<file path="config.mk">
export PLATFORM = sky130hd
export DESIGN_NAME = ram_master_flat
export DESIGN_NICKNAME = d
export VERILOG_FILES = /design/src/rtl/ram_if_pkg.sv /design/src/rtl/ram_master_if.sv /design/src/rtl/ram_lane_align.sv /design/src/rtl/ram_master.sv /design/src/flat_wrapper.sv
export SDC_FILE = /design/constraint.sdc
export NUM_CORES = 1
export LEC_CHECK = 0
export ABC_AREA = 1
export BUFFER_PORTS_ARGS = -buffer_cell sky130_fd_sc_hd__buf_2
export CAP_MARGIN = 5
export CORE_MARGIN = 8
export CORE_UTILIZATION = 45
export DETAILED_ROUTE_END_ITERATION = 7
export GPL_ROUTABILITY_DRIVEN = 0
export GPL_TIMING_DRIVEN = 0
export PLACE_DENSITY = 0.79
export SETUP_SLACK_MARGIN = 0.15
export SLEW_MARGIN = 25
export SYNTH_ARGS = -nofsm -noshare
export SYNTH_HDL_FRONTEND = slang
export SYNTH_SLANG_ARGS = --single-unit
</file>
<file path="constraint.sdc">
create_clock -name clk -period 2.4 [get_ports clk]
set_input_delay 0.12 -clock clk [delete_from_list [all_inputs] [get_ports clk]]
set_output_delay 0.12 -clock clk [all_outputs]
set_load 0.01 [all_outputs]
</file>
<file path="src/rtl/ram_if_pkg.sv">
// Shared encodings for the RAM master: access sizes, FSM states and the
// alignment rule that decides whether an access is legal.
package ram_if_pkg;

  localparam logic [1:0] SZ_BYTE = 2'b00;
  localparam logic [1:0] SZ_HALF = 2'b01;
  localparam logic [1:0] SZ_WORD = 2'b10;
  localparam logic [1:0] SZ_ILL  = 2'b11;

  localparam logic [1:0] ST_IDLE   = 2'b00;
  localparam logic [1:0] ST_ACCESS = 2'b01;
  localparam logic [1:0] ST_RESP   = 2'b10;

  // Misaligned halves/words and the reserved size code are all errors.
  function automatic logic access_err(input logic [1:0] size, input logic [1:0] offset);
    case (size)
      SZ_BYTE: access_err = 1'b0;
      SZ_HALF: access_err = offset[0];
      SZ_WORD: access_err = (offset != 2'b00);
      default: access_err = 1'b1;
    endcase
  endfunction

endpackage

</file>
<file path="src/rtl/ram_master_if.sv">
// Requester-side handshake bundle of the RAM master: request fields and the
// one-cycle response.
interface ram_master_if #(
  parameter int ADDR_WIDTH = 15
) ();
  logic                  req_valid;
  logic                  req_ready;
  logic                  req_we;
  logic [1:0]            req_size;
  logic                  req_signed;
  logic [ADDR_WIDTH-1:0] req_addr;
  logic [31:0]           req_wdata;
  logic                  rsp_valid;
  logic [31:0]           rsp_rdata;
  logic                  rsp_err;

  modport master (
    output req_valid, req_we, req_size, req_signed, req_addr, req_wdata,
    input  req_ready, rsp_valid, rsp_rdata, rsp_err
  );

  modport slave (
    input  req_valid, req_we, req_size, req_signed, req_addr, req_wdata,
    output req_ready, rsp_valid, rsp_rdata, rsp_err
  );
endinterface

</file>
<file path="src/rtl/ram_lane_align.sv">
// Combinational lane logic: byte-lane selects, store-data replication and
// little-endian load extraction with zero/sign extension.
module ram_lane_align
  import ram_if_pkg::*;
(
  input  logic [1:0]  size,
  input  logic [1:0]  offset,
  input  logic        is_signed,
  input  logic [31:0] wdata,
  input  logic [31:0] rdata,
  output logic [3:0]  lane_sel,
  output logic        err,
  output logic [31:0] store_data,
  output logic [31:0] load_data
);

  logic [3:0]  lanes_s;
  logic [7:0]  byte_s;
  logic [15:0] half_s;

  // Lane selection; an erroneous access selects nothing.
  always_comb begin
    err     = access_err(size, offset);
    lanes_s = 4'b0000;
    case (size)
      SZ_BYTE: lanes_s = 4'b0001 << offset;
      SZ_HALF: lanes_s = offset[1] ? 4'b1100 : 4'b0011;
      SZ_WORD: lanes_s = 4'b1111;
      default: lanes_s = 4'b0000;
    endcase
    if (err) begin
      lane_sel = 4'b0000;
    end else begin
      lane_sel = lanes_s;
    end
  end

  // Store replication so every lane carries the right bytes.
  always_comb begin
    case (size)
      SZ_BYTE: store_data = {4{wdata[7:0]}};
      SZ_HALF: store_data = {2{wdata[15:0]}};
      default: store_data = wdata;
    endcase
  end

  // Load extraction and right-justification.
  always_comb begin
    case (offset)
      2'd0:    byte_s = rdata[7:0];
      2'd1:    byte_s = rdata[15:8];
      2'd2:    byte_s = rdata[23:16];
      default: byte_s = rdata[31:24];
    endcase
    half_s = offset[1] ? rdata[31:16] : rdata[15:0];
    case (size)
      SZ_BYTE: load_data = {{24{is_signed & byte_s[7]}}, byte_s};
      SZ_HALF: load_data = {{16{is_signed & half_s[15]}}, half_s};
      default: load_data = rdata;
    endcase
  end

endmodule

</file>
<file path="src/rtl/ram_master.sv">
// Single-outstanding RAM access master: IDLE -> ACCESS -> RESP, driving a
// byte-laned synchronous RAM with one-cycle read latency.
module ram_master
  import ram_if_pkg::*;
#(
  parameter int ADDR_WIDTH = 15
) (
  input  logic                  clk,
  input  logic                  reset,
  ram_master_if.slave           req_bus,
  output logic [ADDR_WIDTH-3:0] mem_addr,
  output logic [3:0]            mem_cs_n,
  output logic [3:0]            mem_we_n,
  output logic [31:0]           mem_data_o,
  input  logic [31:0]           mem_data_i
);

  logic [1:0]            state_r;
  logic [ADDR_WIDTH-1:0] addr_r;
  logic [1:0]            size_r;
  logic                  we_r;
  logic                  signed_r;
  logic [31:0]           wdata_r;

  logic                  accept_s;
  logic                  access_s;
  logic                  resp_s;
  logic [3:0]            lane_sel_s;
  logic                  err_s;
  logic [31:0]           store_data_s;
  logic [31:0]           load_data_s;

  assign req_bus.req_ready = (state_r == ST_IDLE) & ~reset;
  assign accept_s          = req_bus.req_valid & req_bus.req_ready;

  // FSM sequencing and capture of the request at acceptance.
  always_ff @(posedge clk) begin
    if (reset) begin
      state_r  <= ST_IDLE;
      addr_r   <= '0;
      size_r   <= 2'b00;
      we_r     <= 1'b0;
      signed_r <= 1'b0;
      wdata_r  <= 32'h0000_0000;
    end else begin
      case (state_r)
        ST_IDLE: begin
          if (accept_s) begin
            state_r  <= ST_ACCESS;
            addr_r   <= req_bus.req_addr;
            size_r   <= req_bus.req_size;
            we_r     <= req_bus.req_we;
            signed_r <= req_bus.req_signed;
            wdata_r  <= req_bus.req_wdata;
          end else begin
            state_r  <= ST_IDLE;
          end
        end
        ST_ACCESS: state_r <= ST_RESP;
        ST_RESP:   state_r <= ST_IDLE;
        default:   state_r <= ST_IDLE;
      endcase
    end
  end

  ram_lane_align u_align (
    .size       (size_r),
    .offset     (addr_r[1:0]),
    .is_signed  (signed_r),
    .wdata      (wdata_r),
    .rdata      (mem_data_i),
    .lane_sel   (lane_sel_s),
    .err        (err_s),
    .store_data (store_data_s),
    .load_data  (load_data_s)
  );

  // Reset gates the strobes combinationally so an aborted store never writes.
  assign access_s   = (state_r == ST_ACCESS) & ~reset;
  assign resp_s     = (state_r == ST_RESP) & ~reset;

  assign mem_addr   = addr_r[ADDR_WIDTH-1:2];
  assign mem_data_o = store_data_s;
  assign mem_cs_n   = access_s ? ~lane_sel_s : 4'b1111;
  assign mem_we_n   = we_r ? mem_cs_n : 4'b1111;

  assign req_bus.rsp_valid = resp_s;
  assign req_bus.rsp_err   = resp_s & err_s;
  assign req_bus.rsp_rdata = (resp_s & ~we_r & ~err_s) ? load_data_s : 32'h0000_0000;

endmodule
</file>
<file path="src/flat_wrapper.sv">
// flat-port wrapper written by rule: the top's interface ports become plain ports
module ram_master_flat import ram_if_pkg::*;
#(
  parameter int ADDR_WIDTH = 15
)
  (clk, reset, mem_addr, mem_cs_n, mem_we_n, mem_data_o, mem_data_i, req_bus_req_valid, req_bus_req_we, req_bus_req_size, req_bus_req_signed, req_bus_req_addr, req_bus_req_wdata, req_bus_req_ready, req_bus_rsp_valid, req_bus_rsp_rdata, req_bus_rsp_err);
  ram_master_if #(.ADDR_WIDTH(ADDR_WIDTH)) req_bus_i ();
  input  logic clk;
  input  logic reset;
  output logic [ADDR_WIDTH-3:0] mem_addr;
  output logic [3:0] mem_cs_n;
  output logic [3:0] mem_we_n;
  output logic [31:0] mem_data_o;
  input  logic [31:0] mem_data_i;
  input wire logic [$bits(req_bus_i.req_valid)-1:0] req_bus_req_valid;
  input wire logic [$bits(req_bus_i.req_we)-1:0] req_bus_req_we;
  input wire logic [$bits(req_bus_i.req_size)-1:0] req_bus_req_size;
  input wire logic [$bits(req_bus_i.req_signed)-1:0] req_bus_req_signed;
  input wire logic [$bits(req_bus_i.req_addr)-1:0] req_bus_req_addr;
  input wire logic [$bits(req_bus_i.req_wdata)-1:0] req_bus_req_wdata;
  output wire logic [$bits(req_bus_i.req_ready)-1:0] req_bus_req_ready;
  output wire logic [$bits(req_bus_i.rsp_valid)-1:0] req_bus_rsp_valid;
  output wire logic [$bits(req_bus_i.rsp_rdata)-1:0] req_bus_rsp_rdata;
  output wire logic [$bits(req_bus_i.rsp_err)-1:0] req_bus_rsp_err;
  assign req_bus_i.req_valid = req_bus_req_valid;
  assign req_bus_i.req_we = req_bus_req_we;
  assign req_bus_i.req_size = req_bus_req_size;
  assign req_bus_i.req_signed = req_bus_req_signed;
  assign req_bus_i.req_addr = req_bus_req_addr;
  assign req_bus_i.req_wdata = req_bus_req_wdata;
  assign req_bus_req_ready = req_bus_i.req_ready;
  assign req_bus_rsp_valid = req_bus_i.rsp_valid;
  assign req_bus_rsp_rdata = req_bus_i.rsp_rdata;
  assign req_bus_rsp_err = req_bus_i.rsp_err;
  ram_master #(.ADDR_WIDTH(ADDR_WIDTH)) u_core (.clk(clk), .reset(reset), .req_bus(req_bus_i), .mem_addr(mem_addr), .mem_cs_n(mem_cs_n), .mem_we_n(mem_we_n), .mem_data_o(mem_data_o), .mem_data_i(mem_data_i));
endmodule
</file>
Word-level counts from Yosys, hierarchy flattened
Index checks and enable logic that the tools add are counted.
Cells by class
  add/subtract/negate cells: 0
  $mul: 0
  div/mod/pow operators: 0
  order comparisons: 0
  eq/ne operators: 6
  shifts and indexed selects: 1
  mux-type cells: 13
  bitwise operators: 13
  reduce and logical (&&, ||, !) cells: 5
Operator list (count)
  32-bit one-hot mux with 2 select lines: 2
  32-bit 2-to-1 mux: 1
  8-bit one-hot mux with 3 select lines: 1
  16-bit 2-to-1 mux: 1
  4-bit 2-to-1 mux: 4
  4-bit one-hot mux with 3 select lines: 1
  1-bit AND: 9
  2-bit by 1-bit equality test with 1-bit output, second input constant: 3
  2-bit equality test, second input constant: 3
  2-bit logical NOT: 3
  4-bit NOT: 1
  2-bit one-hot mux with 2 select lines: 1
  1-bit by 2-bit << shifter with 4-bit output, first input constant: 1
  1-bit NOT: 3
  1-bit one-hot mux with 3 select lines: 1
  2-bit AND reduction: 1
  2-bit nonzero test: 1
  1-bit 2-to-1 mux: 1
Storage, ports and cells
  register bits after elaboration: 53
  bits in latches: 0
  bits in writable memories: 0
  ROM bits: 0
  input bits: 86
  output and inout bits: 88
  word-level logic and storage cells: 44
  memories kept: 0

Logic depth before layout (Yosys ltp)
Gate-level depths: netlist of the first run.
  depth after elaboration: 6
  gate-level depth with buffers: 9
  depth with buffers taken out: 8

Cells and area by module
Synthesis of the first run repeated with hierarchy kept, for this count alone.
Second synthesis, totals
  cell total of the unflattened synthesis: 818
  area, all modules: 4430.5 µm²
By module, submodules not included
  ram_master: instances 1, cells an instance 537, area each 3096.7 µm², seq. area each 1061.0 µm²
  ram_lane_align: instances 1, cells an instance 281, area each 1333.8 µm², seq. area each 0.0 µm²

Least setup slack after synthesis of the first run
Ideal clock, no wire load.
  path kind: register to output
  start point: reg u_core.addr_r[0]
  end point: out req_bus_rsp_rdata[21]
  arrival: 1.432 ns
  data required time: 2.280 ns
  path slack: 0.848 ns
  cell stages (with the launch flop): 10
  buffers on the path: 2
  cells stage by stage: dfxtp_1 > buf_6 > nor2_8 > nand2_4 > nand2_4 > inv_4 > nor3_4 > nand2_4 > buf_12 > nor2_4
On the way
  longest elaborated chain between the ends: 5
  elaborated cells between the ends (all ways): 11
  classes of those cells: 2 x eq/ne; 4 x mux; 3 x bitwise; 2 x reduce/logical
Ends and longest elaborated chain
  start: declaration: line ram_master.sv:19  | logic [ADDR_WIDTH-1:0] addr_r;
  start signal: assignment: line ram_master.sv:50  | addr_r <= req_bus.req_addr;
  2-bit equality test (tied with other cells): line ram_lane_align.sv:49  | case (offset)
  8-bit one-hot mux with 3 select lines / 1-bit one-hot mux with 3 select lines (equally long branches): line ram_lane_align.sv:49, ram_if_pkg.sv:16
  1-bit AND / 1-bit NOT (equally long branches): line ram_lane_align.sv:57, ram_master.sv:89
  32-bit one-hot mux with 2 select lines / 1-bit AND (equally long branches): line ram_lane_align.sv:56, ram_master.sv:89
  32-bit 2-to-1 mux (*): line ram_master.sv:89  | assign req_bus.rsp_rdata = (resp_s & ~we_r & ~err_s) ? load_data_s : 32'h0000_0000;
  end: declaration: line flat_wrapper.sv:23  | output wire logic [$bits(req_bus_i.rsp_rdata)-1:0] req_bus_rsp_rdata;
Every way passes the cells marked *; elsewhere a longest branch is shown, timed or not.

Final worst setup path of the first run
  start point: reg u_core.size_r[1]
  end point: out req_bus_rsp_rdata[27]
On the way
  longest elaborated chain between the ends: 5
  elaborated cells between the ends (all ways): 8
  classes of those cells: 2 x eq/ne; 3 x mux; 2 x bitwise; 1 x reduce/logical
Ends and longest elaborated chain
  start: declaration: line ram_master.sv:20  | logic [1:0] size_r;
  start signal: assignment: line ram_master.sv:51  | size_r <= req_bus.req_size;
  2-bit equality test (tied with other cells): line ram_if_pkg.sv:16  | case (size)
  1-bit one-hot mux with 3 select lines: line ram_if_pkg.sv:16
  1-bit NOT: line ram_master.sv:89
  1-bit AND: line ram_master.sv:89
  32-bit 2-to-1 mux (*): line ram_master.sv:89
Marks and branches as above.

==> results.md, run 1 <==
Power and ir drop:
- VDD sags by at most 0.000302 V.
- The total leakage power is 2.35 nW.
- Power spread over the standard cell area amounts to 479 nW/um^2.

Layout:
- Counting the fill cells in the layout gives 731.
- The fraction of layout instances using a drive strength above 1 is 0.354.
- The number of antenna diodes in the final layout is 0.
- The finished cells cover 4560 um^2.
- The sequential cell area is 1060 um^2.
- The area used by multi-input combinational logic is 1850 um^2.
- The signed area change from the synthesized netlist to the final layout is 33.0%.
- The net count of the finished layout is 783.

Die:
- The overall die area is 10700 um^2.
- The starting density of the core is 0.453.
- The die width is 103 um.
- The vertical die dimension is 103 um.
- The I/O pin total is 174.
- The floorplan row count is 32.
- The core outline area is 7570 um^2.

Clocking:
- The TritonCTS clock tree is built.
- The clock edge transition at the registers on the reported setup and hold paths is 100 ps.
- The later pin in the worst-skew pair is clocked with a latency of 300 ps.
- The library cell used as clock root buffer is sky130_fd_sc_hd__clkbuf_8.
- The clock sink total is 53.
- The count of hold buffers inserted by post-cts repair is 0.
- The number of buffers between clock root and the deepest sink is 2.
- Clock tree synthesis inserted a total of 5 buffers.
- The H-tree depth is 2.

Synthesis:
- The number of synthesized flops with an enable pin is 0.
- The count of cell types in the netlist is 30.
- A synthesized cell averages 6.65 um^2.
- The cell area that synthesis handed to floorplanning was 3430 um^2.
- The share of flip-flops with an asynchronous set or reset after synthesis is 0.
- The register bit total from synthesis is 53.
- Synthesis produced a netlist whose cell count is 516.
- The net count of the mapped netlist is 602.
- The most used flip-flop cell after synthesis is sky130_fd_sc_hd__dfxtp_1.
- Of the synthesized area, sequential elements account for 0.309.
- The count of warnings emitted by yosys is 0.

Routing:
- The routed design has 11.9 mm of wire.
- For this block, the initial DRC count from the detailed router was 253.
- The via count is 4146.
- The average detailed-routed wire length per instance is 14.8 um.
- The pre-antenna-repair detailed-routing pass consisted of 5 iterations.
- Once detail routing completed, the nets flagged for antenna violations numbered 0.
- In the routed layout, each cell is associated on average with a via count of 5.18.
- For this run, design rule violations remaining after detail routing come to 0.

Setup path:
- For the worst setup path, the data required time is 2280 ps.
- The worst register-to-register path begins at u_core.state_r[0]$_SDFF_PP0_.
- The critical path's slowest cell is sky130_fd_sc_hd__dfxtp_1.
- In this design, the largest share of critical-path delay is due to simple AND/OR/NAND/NOR gates.
- The arrival time of the worst setup path is 2020 ps.
- The startpoint type of the worst setup path is a register.
- By startpoint and endpoint, the worst setup path is classified as reg2out.
- In this run the worst path has a maximum fanout of 10.
- The stage delay of the slowest cell on the critical path is 330 ps.
- Tracing the worst setup path back leads to its startpoint at u_core.size_r[1]$_SDFFE_PP0P_.
- The most numerous cell type found on the critical path is sky130_fd_sc_hd__nor2_4.
- The number of buffers and inverters on the critical path is 4.
- The kind of end point of the critical path is an output pin.
- Traced cell by cell, the critical path runs through buf_6, nor2_4, inv_2, nor2_4, nand3_4, nand3_2, nand2_4, buf_12, nor2_4, buf_2.

Timing:
- The final critical-path setup slack is 256 ps.
- In the finished design, the share of the clock period the worst path needs comes to 0.893.
- The achievable clock frequency is 466 MHz.
- The final count of hold timing violations is 0.
- The worst pin sits at a relative slew slack of 0.618.
- Setup repair after global routing left no endpoint under its margin.
- The worst-margin pin slew is 572 ps.
- The final setup violation count is 0.
- For the final routed database, the setup TNS stands at 0 ps.
- The setup clock skew after layout is 11.2 ps.
- The max-slew violation count is 0.
- The final critical path time including I/O delays and setup is 2140 ps.

Placement:
- The placement-stage worst setup slack is 521 ps.
- The count of buffers added on input and output ports is 172.
- After legalization and detailed placement, the total HPWL measured 9.55 mm.
- In this run the cell area measured after placement is 4420 um^2.

GRT:
- The initial antenna violation count came to 0.
- After global routing the overflow that remains totals 0.
- The largest net degree at the start of global routing is 18.
- The number of global-route vias before repair is 4211.
- The global-route wire length before repair is 18.7 mm.
- In the global route stage, overall resource usage came out at 0.217.

Min path:
- The start point of the worst min-delay path is req_bus_req_wdata[23].
- The type of the worst min-delay path is in2reg.

Job:
- Across the run, the number of max-cap violations was 0.

Run status:
- The run finished with clean final reports.
[area by class of cell]
class,count,share of cell area
sequential,53,0.233
timing repair buffer,174,0.192
multi-input combinational,357,0.406
clock inverter,3,0.00960
clock buffer,5,0.0151
tap,102,0.0280
inverter,53,0.0447
buffer,53,0.0716
[flip-flops by register name, indices dropped and copies added, names as in the netlist]
signal	cells
u_core.addr_r	15
u_core.we_r	1
u_core.wdata_r	32
u_core.size_r	2
u_core.signed_r	1
u_core.state_r	2
[final timing paths]
| path | to | slack (ps) | cells after the start |
|---|---|---|---|
| worst min-delay path | u_core.wdata_r[23]$_SDFFE_PP0P_ | 60 | 3 |
| worst max register to register | u_core.wdata_r[8]$_SDFFE_PP0P_ | 800 | 5 |
| worst max-delay path | req_bus_rsp_rdata[27] | 260 | 10 |
| worst min register to register | u_core.addr_r[8]$_SDFFE_PP0P_ | 470 | 2 |
[Yosys cell counts, types with 2 or more instances]
cell type                  count  area [um^2]
sky130_fd_sc_hd__inv_4         2         12.5
sky130_fd_sc_hd__buf_2         8         40.0
sky130_fd_sc_hd__nor2_4       12          135
sky130_fd_sc_hd__dfxtp_1      53         1060
sky130_fd_sc_hd__nand3_1      17         85.1
sky130_fd_sc_hd__inv_1        47          176
sky130_fd_sc_hd__a211oi_1     28          210
sky130_fd_sc_hd__nand3_2       2         20.0
sky130_fd_sc_hd__o21ai_0      28          140
sky130_fd_sc_hd__nand2_1     121          454
sky130_fd_sc_hd__buf_1         2         7.51
sky130_fd_sc_hd__nand2_4       3         33.8
sky130_fd_sc_hd__o211ai_1     14          105
sky130_fd_sc_hd__a21oi_1      51          255
sky130_fd_sc_hd__inv_2         4         15.0
sky130_fd_sc_hd__nor2_1       62          233
sky130_fd_sc_hd__buf_6         3         33.8
sky130_fd_sc_hd__o221ai_1      8         70.1
sky130_fd_sc_hd__nor2_2        3         18.8
sky130_fd_sc_hd__clkbuf_1     18         67.6
sky130_fd_sc_hd__buf_4        21          158
[per-layer routing]
metal	up-vias	track usage	share of wire
li1	2036	-	-
met1	1880	0.249	0.38
met2	201	0.383	0.49
met3	29	0.0556	0.11
met4	0	0.0734	0.021
met5	-	0	0
[placed cells by master (no fill, tap or decap), drive strengths merged]
cell	n
nand2	124
clkbuf	23
a21oi	51
inv	54
nand4	1
nor3	3
o211ai	14
a211oi	28
o221ai	8
dfxtp	53
nand3	19
buf	209
o21ai	30
o31ai	1
bufinv	1
nor2	78
clkinv	1
[tightest hold or removal path, delay by kind of cell]
family	cells	cell delay, ps
AOI/OAI and AO/OA	1	50
and+or+nand+nor	1	50
buffers and inverters	1	90
[report_power, final]
group          switching (W)  leakage (nW)  internal (W)
registers          0.0000313         0.435      0.000932
clock network       0.000293        0.0585      0.000313
logic               0.000374          1.85      0.000241
[repair_timing]
item / 4_1_cts / 5_1_grt
buffers inserted: 0 / 2
gates resized for setup: 0 / 4
endpoints found under the setup margin: 0 / 24
hold endpoints to repair: 0 / 0
[logic make-up (layout without fill, tap and decap cells)]
logic type	after synthesis	count (layout)	synth area share
buf+inv	106	288	0.155
flops	53	53	0.309
compound gates	132	132	0.234
simple gates	225	225	0.302
[through the flow]
step                      total power (W)  utilization  instances  hold WS [ps]
after CTS                         0.00219        0.599        798          46.6
final                             0.00218        0.603        800          58.2
after detailed placement          0.00159        0.584        790           376
after floorplan                   0.00135            -        516           264
after global placement            0.00157        0.584        790           370
after global routing              0.00230        0.603        800          52.8
Power figures use the tool's default switching activity.
==> run 2: changes to the inputs <==
RECOVER_POWER = 50   (was unset)
clock period = 2.19 ns   (was 2.4 ns; I/O delays follow)
==> run 2 against run 1 <==
First-iteration DRC count shrank 4.7%. Core utilization grew 1.2 points. Largest power group unchanged. Final cell count grew 0.88%.
==> results.md, run 2 (synthesized netlist as in run 1, its figures left out) <==
Run status:
- Outcome: completed (unchanged).

Clocking:
- The clock sink total is 53 (unchanged).
- The TritonCTS clock tree is built (unchanged).
- The number of buffers between clock root and the deepest sink is 2 (unchanged).
- The H-tree depth is 2 (unchanged).
- The number of buffers created by CTS is 5 (unchanged).
- The clock insertion delay at the later pin of the skew report is 310 ps (was 300 ps).
- The clock edge transition at the registers on the reported setup and hold paths is 100 ps (about the same).
- The library cell used as clock root buffer was sky130_fd_sc_hd__clkbuf_8 (unchanged).
- The count of hold buffers inserted by post-cts repair is 0 (unchanged).

Setup path:
- The critical path class is reg2out (unchanged).
- The startpoint type of the worst setup path was a register (unchanged).
- The kind of end point of the critical path is an output pin (unchanged).
- The arrival time of the worst setup path came to 1850 ps (was 2020 ps).
- The maximum fanout along the worst path is 10 (unchanged).
- The required time of the worst setup path is 2080 ps (was 2280 ps).

Routing:
- The detailed-routing wirelength on met1 is 4.72 mm (was 4.51 mm).
- The remaining number of nets flagged by the antenna check after routing is 0 (unchanged).
- The number of remaining DRC errors is 0 (unchanged).
- The met3 wirelength from detailed routing came to 1.22 mm (was 1.28 mm).
- The number of search-and-repair iterations in the first detailed-routing pass is 4 (was 5).
- The via count is 4154 (was 4146).
- The average detailed-routed wire length per instance is 15.0 um (was 14.8 um).
- The via density per instance is 5.15 (was 5.18).
- The total length of routed wires came to 12.1 mm (was 11.9 mm).
- The initial DRC count came to 241 (was 253).
- The top layer reached by signal wires was met4 (unchanged).
- The length of routed met2 wiring is 5.94 mm (was 5.80 mm).

Die:
- The die width came to 103 um (unchanged).
- The I/O pin total is 174 (unchanged).
- The vertical die dimension is 103 um (unchanged).
- The core outline area is 7570 um^2 (unchanged).
- The floorplan row count is 32 (unchanged).
- The overall die area is 10700 um^2 (unchanged).
- The starting density of the core was 0.453 (unchanged).

Placement:
- The count of input and output buffers is 172 (unchanged).
- The detailed-placement wirelength estimate came to 9.55 mm (unchanged).
- The cell count after placement is 790 (unchanged).

Job:
- The total of max-cap violations came to 0 (unchanged).

Layout:
- The signed area change from the synthesized netlist to the final layout is 35.7% (was 33.0%).
- The final design utilization is 0.615 (was 0.603).
- The register with the most flip-flops is u_core.wdata_r (unchanged).
- The most common library cell in the layout ignoring fill and taps is sky130_fd_sc_hd__buf_2 (unchanged).
- The area used by multi-input combinational logic is 1870 um^2 (was 1850 um^2).
- The final cell count without fillers is 807 (was 800).
- The fraction of layout instances using a drive strength above 1 is 0.338 (was 0.354).
- The number of antenna diodes is 0 (unchanged).
- Largest regs: u_core.wdata_r (32), u_core.addr_r (15) (unchanged).
- The sequential cell area is 1070 um^2 (was 1060 um^2).
- The number of flip-flops in the largest register is 32 (unchanged).
- The final net count came to 790 (was 783).
- The filler cell count is 721 (was 731).
- Highest-count cells in the layout ignoring fill and taps: sky130_fd_sc_hd__buf_2, sky130_fd_sc_hd__nand2_1, sky130_fd_sc_hd__nor2_1 (unchanged).

Timing:
- Subtracting the final worst setup slack from the clock period gives 1960 ps.
- The final setup violation count was 0 (unchanged).
- The sum of negative setup slack is 0 ps (unchanged).
- The worst-margin pin slew is 532 ps (was 572 ps).
- In the finished design, the share of the clock period the worst path needs comes to 0.897.
- The setup clock skew after layout is 11.2 ps (about the same).
- Unrepaired setup endpoints after global routing: yes (was no).
- The final count of hold timing violations was 0 (unchanged).
- Derived from the worst setup path, the maximum achievable clock frequency is 509 MHz.
- The max-slew violation count is 0 (unchanged).
- The relative slew slack is 0.646 (was 0.618).

GRT:
- The global-route wire length before repair is 18.8 mm (was 18.7 mm).
- The number of global-route vias before repair is 4218 (was 4211).
- The initial antenna violation count is 0 (unchanged).
- The overall overflow remaining after global route is 0 (unchanged).
- The total routing resource utilization after global routing came to 0.217 (about the same).
- The largest net degree at the start of global routing was 18 (unchanged).

Power and ir drop:
- The worst-case vdd ir drop is 0.000317 V (was 0.000302 V).
- The total leakage power is 2.32 nW (was 2.35 nW).
- The cell area power density was 519 nW/um^2 (was 479 nW/um^2).

Min path:
- The type of the worst min-delay path is in2reg (unchanged).
==> run 2: changes by cell type in the layout (fill, tap and decap cells not counted), sizes merged <==
| cell | before | now |
|---|---|---|
| clkbuf | 23 | 53 |
| buf | 209 | 186 |
| clkinv | 1 | 2 |
| inv | 54 | 53 |
==> run 2: cell type report <==
cell class,instances,area share
tap,102,0.0274
inverter,53,0.0460
clock buffer,5,0.0148
sequential,53,0.230
timing repair buffer,181,0.199
clock inverter,3,0.00941
multi-input combinational,357,0.402
buffer,53,0.0720
==> run 2: what timing repair did <==
action                     CTS  global route
pin swaps                    2             9
setup endpoints to repair   33            31
setup buffers                2             6
gates resized for setup      5            18
gates cloned                 0             1
==> run 2: path summary, 6_finish.rpt <==
kind | cells past startpoint | endpoint | from | slack, ps
max reg2reg | 6 | u_core.addr_r[9]$_SDFFE_PP0P_ | u_core.state_r[0]$_SDFF_PP0_ | 360
max | 10 | req_bus_rsp_rdata[8] | u_core.size_r[0]$_SDFFE_PP0P_ | 230
min | 3 | u_core.addr_r[5]$_SDFFE_PP0P_ | req_bus_req_addr[5] | 50
min reg2reg | 2 | u_core.addr_r[8]$_SDFFE_PP0P_ | u_core.addr_r[8]$_SDFFE_PP0P_ | 470
==> run 2: worst max-delay path, stage by stage, from the launching register on <==
cell                       delay (ps)
sky130_fd_sc_hd__dfxtp_4          380
sky130_fd_sc_hd__buf_8            150
sky130_fd_sc_hd__inv_6             50
sky130_fd_sc_hd__nor2_4           220
sky130_fd_sc_hd__clkinv_4         110
sky130_fd_sc_hd__nor2_4           220
sky130_fd_sc_hd__a21oi_1          110
sky130_fd_sc_hd__nand3_1           90
sky130_fd_sc_hd__nand2_1           60
sky130_fd_sc_hd__inv_1             50
sky130_fd_sc_hd__buf_2            120
==> run 2: report_power, final <==
part / switching (W) / total (W) / internal (W)
combinational: 0.000421 / 0.000694 / 0.000273
clock: 0.000322 / 0.000664 / 0.000343
sequential: 0.0000343 / 0.00106 / 0.00102
total: 0.000777 / 0.00241 / 0.00164
==> run 2: metal layers <==
layer | GRT usage | vias up
li1 | - | 2048
met1 | 0.249 | 1882
met2 | 0.382 | 196
met3 | 0.0562 | 28
met4 | 0.0768 | 0
met5 | 0 | -
==> run 2: through the flow <==
stage | power, W | area (um^2) | hold WS (ps) | worst slack (ps)
detailed placement | 0.00174 | 4420 | 365 | 321
global route | 0.00254 | 4660 | 42.3 | 104
global placement | 0.00172 | 4420 | 360 | 351
finish | 0.00241 | 4660 | 47.6 | 226
CTS | 0.00241 | 4570 | 36.1 | 147
floorplan | 0.00148 | 3430 | 253 | 649
==> run 3: changes to the inputs <==
CORE_MARGIN = 2   (was 8)
PLACE_DENSITY = 0.9   (was 0.79)
==> run 3 against run 2 <==
Sequential share of layout area increased by 0.085 points. Global-route usage increased by 4.7 points. Final area decreased by 0.48%. Largest power group unchanged. Highest routed layer unchanged.
==> results.md, run 3 (synthesized netlist as in run 1, its figures left out) <==
Die:
- The floorplan row count is 31 (was 32).
- The starting density of the core came to 0.468 (was 0.453).
- The core outline area is 7330 um^2 (was 7570 um^2).
- The overall die area came to 8340 um^2 (was 10700 um^2).
- The die width came to 91.3 um (was 103 um).
- The I/O pin total came to 174 (unchanged).
- The vertical die dimension is 91.3 um (was 103 um).

Setup path:
- The required time of the worst setup path is 2080 ps (about the same).
- The worst setup slack for register-to-register paths is 270 ps (was 360 ps).
- The arrival time of the worst setup path is 1880 ps (was 1850 ps).
- The cell count of the worst reg-to-reg path is 5 (was 6).
- The stage delay of the slowest cell on the critical path came to 330 ps (was 380 ps).
- The critical path class is reg2out (unchanged).
- The critical path's slowest cell is sky130_fd_sc_hd__dfxtp_1 (was sky130_fd_sc_hd__dfxtp_4).
- The startpoint of the most critical register-to-register path is u_core.state_r[0]$_SDFF_PP0_ (unchanged).
- The maximum fanout along the worst path came to 10 (unchanged).
- The kind of end point of the critical path is an output pin (unchanged).
- List of cells traversed by the critical path: buf_6, inv_4, o21ai_2, nand2_8, inv_4, nor3_4, nand2_4, buf_4, nor2_1, buf_2 (was buf_8, inv_6, nor2_4, clkinv_4, nor2_4, a21oi_1, nand3_1, nand2_1, inv_1, buf_2).
- The worst flop-to-flop path endpoint is u_core.wdata_r[5]$_SDFFE_PP0P_ (was u_core.addr_r[9]$_SDFFE_PP0P_).
- The startpoint type of the worst setup path is a register (unchanged).
- The cell repeated most along the worst path is sky130_fd_sc_hd__inv_4 (was sky130_fd_sc_hd__nor2_4).

Min path:
- The endpoint with the worst hold slack is u_core.addr_r[4]$_SDFFE_PP0P_ (was u_core.addr_r[5]$_SDFFE_PP0P_).
- The type of the worst min-delay path was in2reg (unchanged).
- The start point of the worst min-delay path is req_bus_req_addr[4] (was req_bus_req_addr[5]).
- The worst hold path stage count came to 3 (unchanged).

Power and ir drop:
- The worst-case vdd ir drop came to 0.000318 V (was 0.000317 V).
- The cell area power density is 496 nW/um^2 (was 519 nW/um^2).
- The total leakage power was 2.32 nW (about the same).
- The post-layout total power is 0.00230 W (was 0.00241 W).

Job:
- The total of max-cap violations is 0 (unchanged).

Timing:
- The final critical path time including I/O delays and setup is 1990 ps (was 1960 ps).
- The worst-margin pin slew came to 542 ps (was 532 ps).
- The setup clock skew after layout is 13.7 ps (was 11.2 ps).
- Unrepaired setup endpoints after global routing: yes (unchanged).
- The relative slew slack came to 0.639 (was 0.646).
- The final critical-path setup slack is 200 ps (was 226 ps).
- The final setup violation count is 0 (unchanged).
- The max-slew violation count is 0 (unchanged).
- The sum of negative setup slack is 0 ps (unchanged).
- The final clock period utilization by the worst path is 0.909 (was 0.897).
- The final count of hold timing violations was 0 (unchanged).
- The achievable clock frequency is 503 MHz (was 509 MHz).

Layout:
- The final net count is 792 (was 790).
- The signed area change from the synthesized netlist to the final layout is 35.0% (was 35.7%).
- The number of flip-flops in the largest register is 32 (unchanged).
- The register with the most flip-flops is u_core.wdata_r (unchanged).
- The final design utilization is 0.632 (was 0.615).
- Largest regs: u_core.wdata_r (32), u_core.addr_r (15) (unchanged).
- The number of antenna diodes is 0 (unchanged).
- The most common library cell in the layout ignoring fill and taps is sky130_fd_sc_hd__buf_2 (unchanged).
- Highest-count cells in the layout ignoring fill and taps: sky130_fd_sc_hd__buf_2, sky130_fd_sc_hd__nand2_1, sky130_fd_sc_hd__nor2_1 (unchanged).
- The filler cell count is 678 (was 721).
- The fraction of layout instances using a drive strength above 1 is 0.337 (was 0.338).
- The final cell count without fillers came to 805 (was 807).

Clocking:
- The count of hold buffers inserted by post-cts repair is 0 (unchanged).
- The clock edge transition at the registers on the reported setup and hold paths is 100 ps (about the same).
- The number of buffers between clock root and the deepest sink is 2 (unchanged).
- The clock insertion delay at the later pin of the skew report is 300 ps (was 310 ps).
- The library cell used as clock root buffer is sky130_fd_sc_hd__clkbuf_8 (unchanged).
- The H-tree depth is 2 (unchanged).
- The clock sink total is 53 (unchanged).
- The number of buffers created by CTS is 5 (unchanged).
- The TritonCTS clock tree was built (unchanged).

Placement:
- The detailed-placement wirelength estimate is 8.79 mm (was 9.55 mm).
- The placement-stage worst setup slack is 312 ps (was 321 ps).
- The count of input and output buffers came to 172 (unchanged).
- The cell count after placement was 787 (was 790).

Run status:
- Outcome: completed (unchanged).

GRT:
- The number of global-route vias before repair is 4098 (was 4218).
- The largest net degree at the start of global routing was 17 (was 18).
- The initial antenna violation count came to 0 (unchanged).
- The overall overflow remaining after global route is 0 (unchanged).
- The total routing resource utilization after global routing is 0.264 (was 0.217).
- The global-route wire length before repair came to 18.3 mm (was 18.8 mm).

Routing:
- The number of remaining DRC errors came to 0 (unchanged).
- The remaining number of nets flagged by the antenna check after routing is 0 (unchanged).
- The average detailed-routed wire length per instance is 14.4 um (was 15.0 um).
- The via density per instance came to 5.33 (was 5.15).
- The total length of routed wires is 11.6 mm (was 12.1 mm).
- The via count is 4288 (was 4154).
- The initial DRC count is 344 (was 241).
- The number of search-and-repair iterations in the first detailed-routing pass is 5 (was 4).
[run 3: cell types whose count changed in the layout (fill, tap and decap cells not counted), sizes merged]
cell / previous run / this run
buf: 186 / 188
bufinv: 1 / 0
[run 3: how the worst max path moves through the flow]
| stage | start | to | slack [ps] |
|---|---|---|---|
| 2_1_floorplan | u_core.addr_r[0]$_SDFFE_PP0P_ | req_bus_rsp_rdata[21] | 650 |
| 3_3_place_gp | u_core.size_r[1]$_SDFFE_PP0P_ | req_bus_rsp_rdata[30] | 370 |
| 3_5_place_dp | u_core.size_r[1]$_SDFFE_PP0P_ | req_bus_rsp_rdata[30] | 310 |
| 4_1_cts | u_core.size_r[0]$_SDFFE_PP0P_ | req_bus_rsp_rdata[12] | 140 |
| 5_1_grt | u_core.state_r[0]$_SDFF_PP0_ | u_core.addr_r[11]$_SDFFE_PP0P_ | 80 |
| 6_report | u_core.size_r[1]$_SDFFE_PP0P_ | req_bus_rsp_rdata[20] | 200 |
[run 3: metal layers]
layer | GRT usage | wire length [um] | part of all wire | vias to the layer above
li1 | - | - | - | 2060
met1 | 0.312 | 4540 | 0.39 | 1924
met2 | 0.466 | 5610 | 0.48 | 265
met3 | 0.0622 | 1180 | 0.10 | 39
met4 | 0.0934 | 268 | 0.023 | 0
met5 | 0 | 0 | 0 | -
[run 3: repair_timing]
item                                    in CTS  in global routing
gates cloned                                 0                  1
pin swaps                                    2                  6
endpoints found under the setup margin      31                 34
buffers inserted                             2                  8
gates resized for setup                      3                 18
[run 3: stage by stage]
stage	cell area [um^2]	hold slack (ps)
after floorplan	3430	253
after global placement	4420	360
after detailed placement	4420	366
after CTS	4520	36.4
after global routing	4630	31.8
final	4630	42.2
[run 3: area by class of cell]
class	count	area, um^2	area share
Clock inverter	2	13.8	0.00297
Sequential cell	53	1070	0.231
Multi-Input combinational cell	357	1870	0.404
Timing Repair Buffer	183	942	0.203
Tap cell	99	124	0.0267
Clock buffer	5	68.8	0.0149
Inverter	53	211	0.0456
Buffer	53	334	0.0721
[run 3: where the power goes]
group / switching (W) / total [W] / leakage (nW) / internal [W]
clock network: 0.000322 / 0.000543 / 0.0444 / 0.000222
registers: 0.0000362 / 0.00106 / 0.436 / 0.00102
logic: 0.000420 / 0.000697 / 1.84 / 0.000277
[run 3: worst max-delay path, delay by kind of cell (launching register included)]
family	cells	cell delay, ps
AO/OA/AOI/OAI	1	100
buffers and inverters	5	620
AND/OR/NAND/NOR	4	520
flip-flops	1	330
